**src/rtl/mdu_pkg.sv**
```systemverilog
// rtl/mdu_pkg.sv - shared encodings for the multiply/divide unit
// Op and FSM encodings plus small op-decode helpers.
package mdu_pkg;

  typedef enum logic [1:0] {
    OP_MULT  = 2'b00,
    OP_MULTU = 2'b01,
    OP_DIV   = 2'b10,
    OP_DIVU  = 2'b11
  } op_e;

  typedef enum logic [1:0] {
    ST_IDLE = 2'b00,
    ST_PREP = 2'b01,
    ST_CALC = 2'b10,
    ST_FIX  = 2'b11
  } state_e;

  localparam int MDU_ITER = 32;

  function automatic logic op_is_div(input logic [1:0] op);
    return op[1];
  endfunction

  function automatic logic op_is_signed(input logic [1:0] op);
    return ~op[0];
  endfunction

endpackage

```
**src/rtl/mdu_step.sv**
```systemverilog
// rtl/mdu_step.sv - one shift-add or restoring-subtract iteration
// Divide step exists only when MDU_DIV_EN is defined.
module mdu_step #(
  parameter int WIDTH = 32
) (
  input  logic             is_div_i,
  input  logic [WIDTH:0]   acc_hi_i,
  input  logic [WIDTH-1:0] acc_lo_i,
  input  logic [WIDTH-1:0] b_i,
  output logic [WIDTH:0]   acc_hi_o,
  output logic [WIDTH-1:0] acc_lo_o
);

  logic [WIDTH:0] mul_sum;
`ifdef MDU_DIV_EN
  logic [WIDTH:0] div_shift;
  logic [WIDTH:0] div_diff;
  logic           unused_bits;
  assign unused_bits = acc_hi_i[WIDTH];
`else
  logic           unused_bits;
  assign unused_bits = acc_hi_i[WIDTH] ^ is_div_i;
`endif

  always_comb begin
    // Multiply: add multiplicand on LSB of the multiplier, shift the pair right
    mul_sum  = {1'b0, acc_hi_i[WIDTH-1:0]} + (acc_lo_i[0] ? {1'b0, b_i} : '0);
    acc_hi_o = {1'b0, mul_sum[WIDTH:1]};
    acc_lo_o = {mul_sum[0], acc_lo_i[WIDTH-1:1]};
`ifdef MDU_DIV_EN
    div_shift = {acc_hi_i[WIDTH-1:0], acc_lo_i[WIDTH-1]};
    div_diff  = div_shift - {1'b0, b_i};
    if (is_div_i) begin
      // Borrow out of the top bit means the divisor did not fit: restore
      if (div_diff[WIDTH]) begin
        acc_hi_o = div_shift;
        acc_lo_o = {acc_lo_i[WIDTH-2:0], 1'b0};
      end else begin
        acc_hi_o = div_diff;
        acc_lo_o = {acc_lo_i[WIDTH-2:0], 1'b1};
      end
    end
`endif
  end

endmodule

```
**src/rtl/mul_div_unit.sv**
```systemverilog
// rtl/mul_div_unit.sv - iterative MIPS multiply/divide unit owning HI/LO
// Divide datapath is built only when MDU_DIV_EN is defined.
module mul_div_unit
  import mdu_pkg::*;
#(
  parameter int WIDTH = 32
) (
  input  logic             clk,
  input  logic             rst,
  input  logic             start_i,
  input  logic [1:0]       op_i,
  input  logic [WIDTH-1:0] opa_i,
  input  logic [WIDTH-1:0] opb_i,
  input  logic             mthi_i,
  input  logic             mtlo_i,
  output logic             busy_o,
  output logic             done_o,
  output logic             div_zero_o,
  output logic [WIDTH-1:0] hi_o,
  output logic [WIDTH-1:0] lo_o
);

  localparam int CNT_W = $clog2(WIDTH);

  state_e           state_q, state_d;
  logic [CNT_W-1:0] cnt_q, cnt_d;
  logic [1:0]       op_q, op_d;
  logic             quo_neg_q, quo_neg_d;
  logic [WIDTH:0]   acc_hi_q, acc_hi_d;
  logic [WIDTH-1:0] acc_lo_q, acc_lo_d;
  logic [WIDTH-1:0] b_q, b_d;
  logic [WIDTH-1:0] hi_q, hi_d;
  logic [WIDTH-1:0] lo_q, lo_d;
  logic             done_q, done_d;
  logic             div_zero_q, div_zero_d;
`ifdef MDU_DIV_EN
  logic             rem_neg_q, rem_neg_d;
  logic             divz_q, divz_d;
  logic [WIDTH-1:0] quo_fix, rem_fix;
`endif

  logic             sign_a, sign_b;
  logic [WIDTH-1:0] mag_a, mag_b;
  logic [WIDTH:0]   step_hi;
  logic [WIDTH-1:0] step_lo;
  logic [2*WIDTH-1:0] prod, prod_fix;

  mdu_step #(.WIDTH(WIDTH)) u_step (
    .is_div_i (op_is_div(op_q)),
    .acc_hi_i (acc_hi_q),
    .acc_lo_i (acc_lo_q),
    .b_i      (b_q),
    .acc_hi_o (step_hi),
    .acc_lo_o (step_lo)
  );

  // Operands are read straight from the register file ports during PREP
  assign sign_a   = op_is_signed(op_q) & opa_i[WIDTH-1];
  assign sign_b   = op_is_signed(op_q) & opb_i[WIDTH-1];
  assign mag_a    = sign_a ? -opa_i : opa_i;
  assign mag_b    = sign_b ? -opb_i : opb_i;
  assign prod     = {acc_hi_q[WIDTH-1:0], acc_lo_q};
  assign prod_fix = quo_neg_q ? -prod : prod;
`ifdef MDU_DIV_EN
  assign quo_fix  = quo_neg_q ? -acc_lo_q : acc_lo_q;
  assign rem_fix  = rem_neg_q ? -acc_hi_q[WIDTH-1:0] : acc_hi_q[WIDTH-1:0];
`endif

  always_comb begin
    state_d    = state_q;
    cnt_d      = cnt_q;
    op_d       = op_q;
    quo_neg_d  = quo_neg_q;
    acc_hi_d   = acc_hi_q;
    acc_lo_d   = acc_lo_q;
    b_d        = b_q;
    hi_d       = hi_q;
    lo_d       = lo_q;
    done_d     = 1'b0;
    div_zero_d = 1'b0;
`ifdef MDU_DIV_EN
    rem_neg_d  = rem_neg_q;
    divz_d     = divz_q;
`endif
    case (state_q)
      ST_IDLE: begin
        if (start_i) begin
          op_d = op_i;
`ifdef MDU_DIV_EN
          state_d = ST_PREP;
`else
          state_d = op_is_div(op_i) ? ST_FIX : ST_PREP;
`endif
        end else begin
          if (mthi_i) hi_d = opa_i;
          if (mtlo_i) lo_d = opa_i;
        end
      end
      ST_PREP: begin
        acc_hi_d  = '0;
        acc_lo_d  = mag_a;
        b_d       = mag_b;
        quo_neg_d = sign_a ^ sign_b;
`ifdef MDU_DIV_EN
        rem_neg_d = sign_a;
        divz_d    = (opb_i == '0);
`endif
        cnt_d     = CNT_W'(WIDTH - 1);
        state_d   = ST_CALC;
      end
      ST_CALC: begin
        acc_hi_d = step_hi;
        acc_lo_d = step_lo;
        if (cnt_q == '0) state_d = ST_FIX;
        else             cnt_d   = cnt_q - CNT_W'(1);
      end
      ST_FIX: begin
        state_d = ST_IDLE;
        done_d  = 1'b1;
        if (!op_is_div(op_q)) begin
          hi_d = prod_fix[2*WIDTH-1:WIDTH];
          lo_d = prod_fix[WIDTH-1:0];
        end
`ifdef MDU_DIV_EN
        else if (divz_q) begin
          div_zero_d = 1'b1;
        end else begin
          hi_d = rem_fix;
          lo_d = quo_fix;
        end
`endif
      end
      default: state_d = ST_IDLE;
    endcase
  end

  always_ff @(posedge clk or posedge rst) begin
    if (rst) begin
      state_q    <= ST_IDLE;
      cnt_q      <= '0;
      op_q       <= '0;
      quo_neg_q  <= 1'b0;
      acc_hi_q   <= '0;
      acc_lo_q   <= '0;
      b_q        <= '0;
      hi_q       <= '0;
      lo_q       <= '0;
      done_q     <= 1'b0;
      div_zero_q <= 1'b0;
`ifdef MDU_DIV_EN
      rem_neg_q  <= 1'b0;
      divz_q     <= 1'b0;
`endif
    end else begin
      state_q    <= state_d;
      cnt_q      <= cnt_d;
      op_q       <= op_d;
      quo_neg_q  <= quo_neg_d;
      acc_hi_q   <= acc_hi_d;
      acc_lo_q   <= acc_lo_d;
      b_q        <= b_d;
      hi_q       <= hi_d;
      lo_q       <= lo_d;
      done_q     <= done_d;
      div_zero_q <= div_zero_d;
`ifdef MDU_DIV_EN
      rem_neg_q  <= rem_neg_d;
      divz_q     <= divz_d;
`endif
    end
  end

  assign busy_o     = (state_q != ST_IDLE);
  assign done_o     = done_q;
  assign div_zero_o = div_zero_q;
  assign hi_o       = hi_q;
  assign lo_o       = lo_q;

endmodule

```
**config.mk**
```make
export PLATFORM = sky130hd
export DESIGN_NAME = mul_div_unit
export DESIGN_NICKNAME = d
export VERILOG_FILES = /design/src/rtl/mdu_pkg.sv /design/src/rtl/mdu_step.sv /design/src/rtl/mul_div_unit.sv
export SDC_FILE = /design/constraint.sdc
export NUM_CORES = 1
export LEC_CHECK = 0
export CORE_MARGIN = 1
export CORE_UTILIZATION = 45
export CTS_BUF_LIST = sky130_fd_sc_hd__clkbuf_8
export CTS_CLUSTER_SIZE = 28
export DETAILED_ROUTE_END_ITERATION = 8
export HOLD_SLACK_MARGIN = 0.15
export PLACE_DENSITY = 0.66
export SLEW_MARGIN = 20
export SYNTH_ARGS = -nofsm -noshare
export SYNTH_HDL_FRONTEND = slang
export SYNTH_HIERARCHICAL = 1
export SYNTH_SLANG_ARGS = --single-unit
```
**constraint.sdc**
```tcl
create_clock -name clk -period 6 [get_ports clk]
set_input_delay 0.9 -clock clk [delete_from_list [all_inputs] [get_ports clk]]
set_output_delay 0.9 -clock clk [all_outputs]
set_load 0.05 [all_outputs]
```
* Word level (Yosys, flattened, before mapping) *
Index checks and enable logic that the tools add are counted.
Widths: inputs -> output; s select.

storage, ports and cells
  register bits = 171
  latch bits = 0
  memory bits (writable) = 0
  bits in read-only memories = 0
  output and inout port bits = 67
  word-level logic and storage cells = 60
  memories = 0

cells by class
  add/sub/neg operators = 5
  multiply operators = 0
  div/mod/pow operators = 0
  order comparisons = 0
  equal/unequal tests = 10
  shifts and indexed selects = 0
  multiplexer cells = 21
  bitwise gates (word level) = 4
  reductions and logical operators = 10

operator list
  kind                 count
  $mux 32              9
  $pmux 32 s2          4
  $mux 64              1
  $neg 32->32          2
  $neg 64->64          1
  $add 32x32->33       1
  $ne 2x2->1 const B   7
  $pmux 5 s2           1
  $pmux 2 s4           1
  $reduce_and 4->1     2
  $mux 2               3
  $reduce_and 2->1     3
  $reduce_bool 2->1    3
  $logic_not 5->1      1
  $mux 5               1
  $sub 5x1->5 const B  1
  $eq 2x2->1 const B   2
  $and 1x1->1          2
  $eq 2x1->1 const B   1
  $logic_not 2->1      1
  $mux 1               1
  $not 1->1            1
  $xor 1x1->1          1

* Logic depth before layout (Yosys ltp) *
  depth in word-level cells = 4
  depth in mapped cells = 12
  gate-level depth less buffers = 11

* Cells and area by module *
Netlist, hierarchy kept.

by module, submodules not included
  module        times used  cells an instance  area an instance (um2)  sequential area each (um2)
  mul_div_unit  1           1200               10381.2                 4304.1
  mdu_step      1           355                2439.8                  0.0

* Worst setup path before layout *
OpenSTA, ideal clock, no wires.

  kind = reg-to-reg
  start = register acc_lo_q[0]
  end = register acc_hi_q[23]
  library setup time = 130 ps
  data arrival time = 2853 ps
  required time = 5870 ps
  slack = 3017 ps
  stages on the path, launching flop included = 12
  clock period less this slack = 2983 ps
  cell sequence = dfrtp_1 > and2_1 > ha_1 > fa_1 > a211oi_2 > o211ai_2 > a2111oi_4 > nor3b_2 > or4_1 > o311a_1 > nand3_1 > o21ai_0

between the ends
  cells in the longest elaborated chain, start to end = 3

RTL lines
  what                    RTL line             source
  from (decl)             mul_div_unit.sv:30   logic [WIDTH-1:0] acc_lo_q, acc_lo_d;
  from (signal assigned)  mul_div_unit.sv:160  acc_lo_q <= acc_lo_d;
  $mux 32                 mdu_step.sv:27       mul_sum = {1'b0, acc_hi_i[WIDTH-1:0]} + (acc_lo_i[0] ? {1'b0, b_i} : '0);
  $add 32x32->33          mdu_step.sv:27
  via step_hi[23]         mul_div_unit.sv:44   logic [WIDTH:0] step_hi;
  $pmux 32 s2             mul_div_unit.sv:85   case (state_q)
  to (signal assigned)    mul_div_unit.sv:159  acc_hi_q <= acc_hi_d;
  to (decl)               mul_div_unit.sv:29   logic [WIDTH:0] acc_hi_q, acc_hi_d;

The timed path passes the listed nets, and every way through them passes these cells.
A chain may end at the register's enable or synchronous reset.

* Worst setup path after layout *
Same ends and word-level chain as after synthesis.

==> summary.md <==
| Metric | Value |
|---|---|
| Worst-case reg-to-reg path depth | 12 |
| 1st-iter DRT viols | 1445 |
| MaxCap Viol Count | 0 |
| Die H | 170 µm |
| Final critical-path required period | 3770 ps |
| CTS Hold Buffers Added | 0 |
| Worst Hold Class | flop to flop |
| Core area | 27900 µm² |
| Max stage delay on crit path | 570 ps |
| Critical path class | flop to flop |
| Post-Synthesis Cells | 1549 |
| Slew HR | 24.7% |
| Initial core utilization | 45.8% |
| Postcts setup bufs | 0 |
| Vias per Instance | 6.10 |
| Yosys warnings | 6 |
| DR WL met3 | 3270 µm |
| Top Layer Used | met5 |
| Drt drc | 0 |
| Final wirelength | 42000 µm |
| Measured slew at the worst slew-check pin | 1130 ps |
| Setup crit end kind | flop |
| Post-Route M1 WL | 19400 µm |
| Worst r2r dst | acc_hi_q[23]$_DFFE_PP0P_ |
| Global-route wire length before repair | 65100 µm |
| Area growth, synth to finish | 13.8% |
| # IOs | 138 |
| Highest Clock Rate | 0.265 GHz |
| Cts repair resizes | 0 |
| ANT cells | 0 |
| Syn_area_per_cell | 8.24 µm² |
| Final count of pins violating max slew | 0 |
| CTS tree | built |
| Hold wc startpoint | lo_o[12]$_DFFE_PP0P_ |
| Power Density | 642 nW/µm² |
| Lkg Pwr | 5.82 nW |
| Die area | 29100 µm² |
| Hold Slack | 483 ps |
| Final hold violation count | 0 |
| Routed wl met2 | 18000 µm |
| CTS sink cnt | 171 |
| Status | finished, final reports clean |
| Final core occ | 52.2% |
| Max rail drop VDD | 0.000494 V |
| Final HPWL DP | 31800 µm |
| Initial antenna violation count | 1 |
| Total CTS buffers | 17 |
| CTS root buf | clkbuf_8 |
| CP required | 6310 ps |
| Largest fanout on the critical path | 32 |
| Longest Clk Path Bufs | 2 |
| Syn Nets | 1661 |
| Total gr overflow | 0 |
| Largest net degree at the start of global routing | 108 |
| WP data arrival | 4080 ps |
| Mapped Area | 12800 µm² |
| Gpl congestion | 0.937 |
| Clock slew at the register clock pins of the worst setup and hold paths | 100 ps |
| Final Skew | 17.2 ps |
| CP Cell Sequence | buf_4 -> and2_1 -> ha_1 -> fa_1 -> a211oi_2 -> o211ai_2 -> a2111oi_4 -> nor3b_2 -> or4_1 -> o311a_1 -> nand3_1 -> o21ai_0 |
| Gr usage total | 29.5% |
| DR pass1 iterations | 6 |
| Nets | 1706 |
| Row count | 61 |
| Worst r2r src | acc_lo_q[0]$_DFFE_PP0P_ |
| Fill cells | 2661 |
| Vias in the first global route | 11046 |
| Endpoint of the worst hold-timing path | lo_o[12]$_DFFE_PP0P_ |
| # port buffers | 136 |
| Reg-to-reg setup timing slack | 2230 ps |
| # setup viols final | 0 |
| Startpoint Class | flop |
| Die Wd | 170 µm |
| H-Tree Depth | 4 |
| Total number of vias | 12109 |
| Skew-Pair Late Insertion Delay | 470 ps |
| Critical-path top delay cell | a2111oi_4 |
| Unrepaired setup endpoints after global routing | no |
| Final Cycle Share | 62.8% |
| Final total negative setup slack | 0 ps |
| DRT antenna net count | 0 |
| Share of cells above drive strength 1 | 6.10% |
| Hold path depth | 1 |
| DR WL/cell | 21.2 µm |
==> critical path: cells and delay by family, from the launching register on <==
| family | cells | cell delay, ps |
|---|---|---|
| AO/OA/AOI/OAI | 5 | 1260 |
| AND/OR/NAND/NOR | 4 | 890 |
| adder cells (fa/ha/maj) | 2 | 660 |
| flip-flops | 1 | 510 |
| buffers and inverters | 1 | 270 |
==> flip-flops by register name, summed over array words and instances, names as in the netlist <==
register   count
cnt_q          5
hi_o          32
acc_hi_q      32
done_o         1
quo_neg_q      1
b_q           32
lo_o          32
state_q        2
op_q           2
acc_lo_q      32
==> how the worst max path moves through the flow <==
stage | slack (ps) | end | from | depth (start not counted)
finish | 2230 | acc_hi_q[23]$_DFFE_PP0P_ | acc_lo_q[0]$_DFFE_PP0P_ | 12
global route | 2030 | acc_hi_q[23]$_DFFE_PP0P_ | acc_lo_q[0]$_DFFE_PP0P_ | 12
CTS | 2260 | acc_hi_q[23]$_DFFE_PP0P_ | acc_lo_q[0]$_DFFE_PP0P_ | 12
detailed placement | 2280 | acc_hi_q[23]$_DFFE_PP0P_ | acc_lo_q[0]$_DFFE_PP0P_ | 12
floorplan | 470 | acc_hi_q[0]$_DFFE_PP0P_ | rst | 1
global placement | 2300 | acc_lo_q[20]$_DFFE_PP0P_ | opa_i[0] | 9
==> report_power, final <==
part / internal (mW) / switching, mW
combinational: 2.20 / 3.94
clock: 0.383 / 0.465
sequential: 1.71 / 0.640
total: 4.29 / 5.04
==> routing by layer <==
metal	global-route usage, %	vias up
met4	10.4	2
li1	-	5680
met3	3.19	91
met2	44.4	578
met5	0	-
met1	43.5	5758
==> area by class of cell <==
| class | count | area (µm²) | share of cell area, % |
|---|---|---|---|
| clock buffer | 18 | 248 | 1.70 |
| clock inverter | 14 | 145 | 0.999 |
| inverter | 77 | 294 | 2.02 |
| multi-input combinational | 1180 | 7650 | 52.6 |
| sequential | 171 | 4280 | 29.5 |
| tap | 378 | 473 | 3.25 |
| timing repair buffer | 147 | 1440 | 9.93 |
==> layout by cell type, fill, tap and decap left out, drive strengths merged, types with 8 or more instances in the layout <==
| cell type | instances |
|---|---|
| dfrtp | 171 |
| nor2 | 149 |
| clkdlybuf4s50 | 136 |
| o21ai | 134 |
| a21oi | 106 |
| nand2 | 97 |
| xnor2 | 84 |
| inv | 82 |
| nand3 | 66 |
| xor2 | 51 |
| a21o | 40 |
| ha | 40 |
| and2 | 37 |
| nor4 | 36 |
| o31ai | 30 |
| nor3 | 29 |
| a211oi | 27 |
| or4 | 21 |
| o41ai | 20 |
| a31oi | 19 |
| nand4 | 18 |
| clkbuf | 18 |
| or3 | 18 |
| and3 | 16 |
| mux2 | 12 |
| a221oi | 12 |
| buf | 11 |
| o211ai | 11 |
| o221ai | 10 |
| mux2i | 10 |
| or2 | 10 |
| o22ai | 8 |
| nand4b | 8 |
==> metrics by stage <==
step,std cells,setup slack (ps),total power [mW],instance area (µm²)
3_5_place_dp,1953,2280,8.38,14100
6_report,1985,2230,9.33,14500
4_1_cts,1985,2260,9.24,14500
3_3_place_gp,1953,2300,8.31,14100
2_1_floorplan,1549,468,6.69,12800
5_1_grt,1985,2030,9.95,14500
No activity file was read; power rests on OpenSTA's default activity.
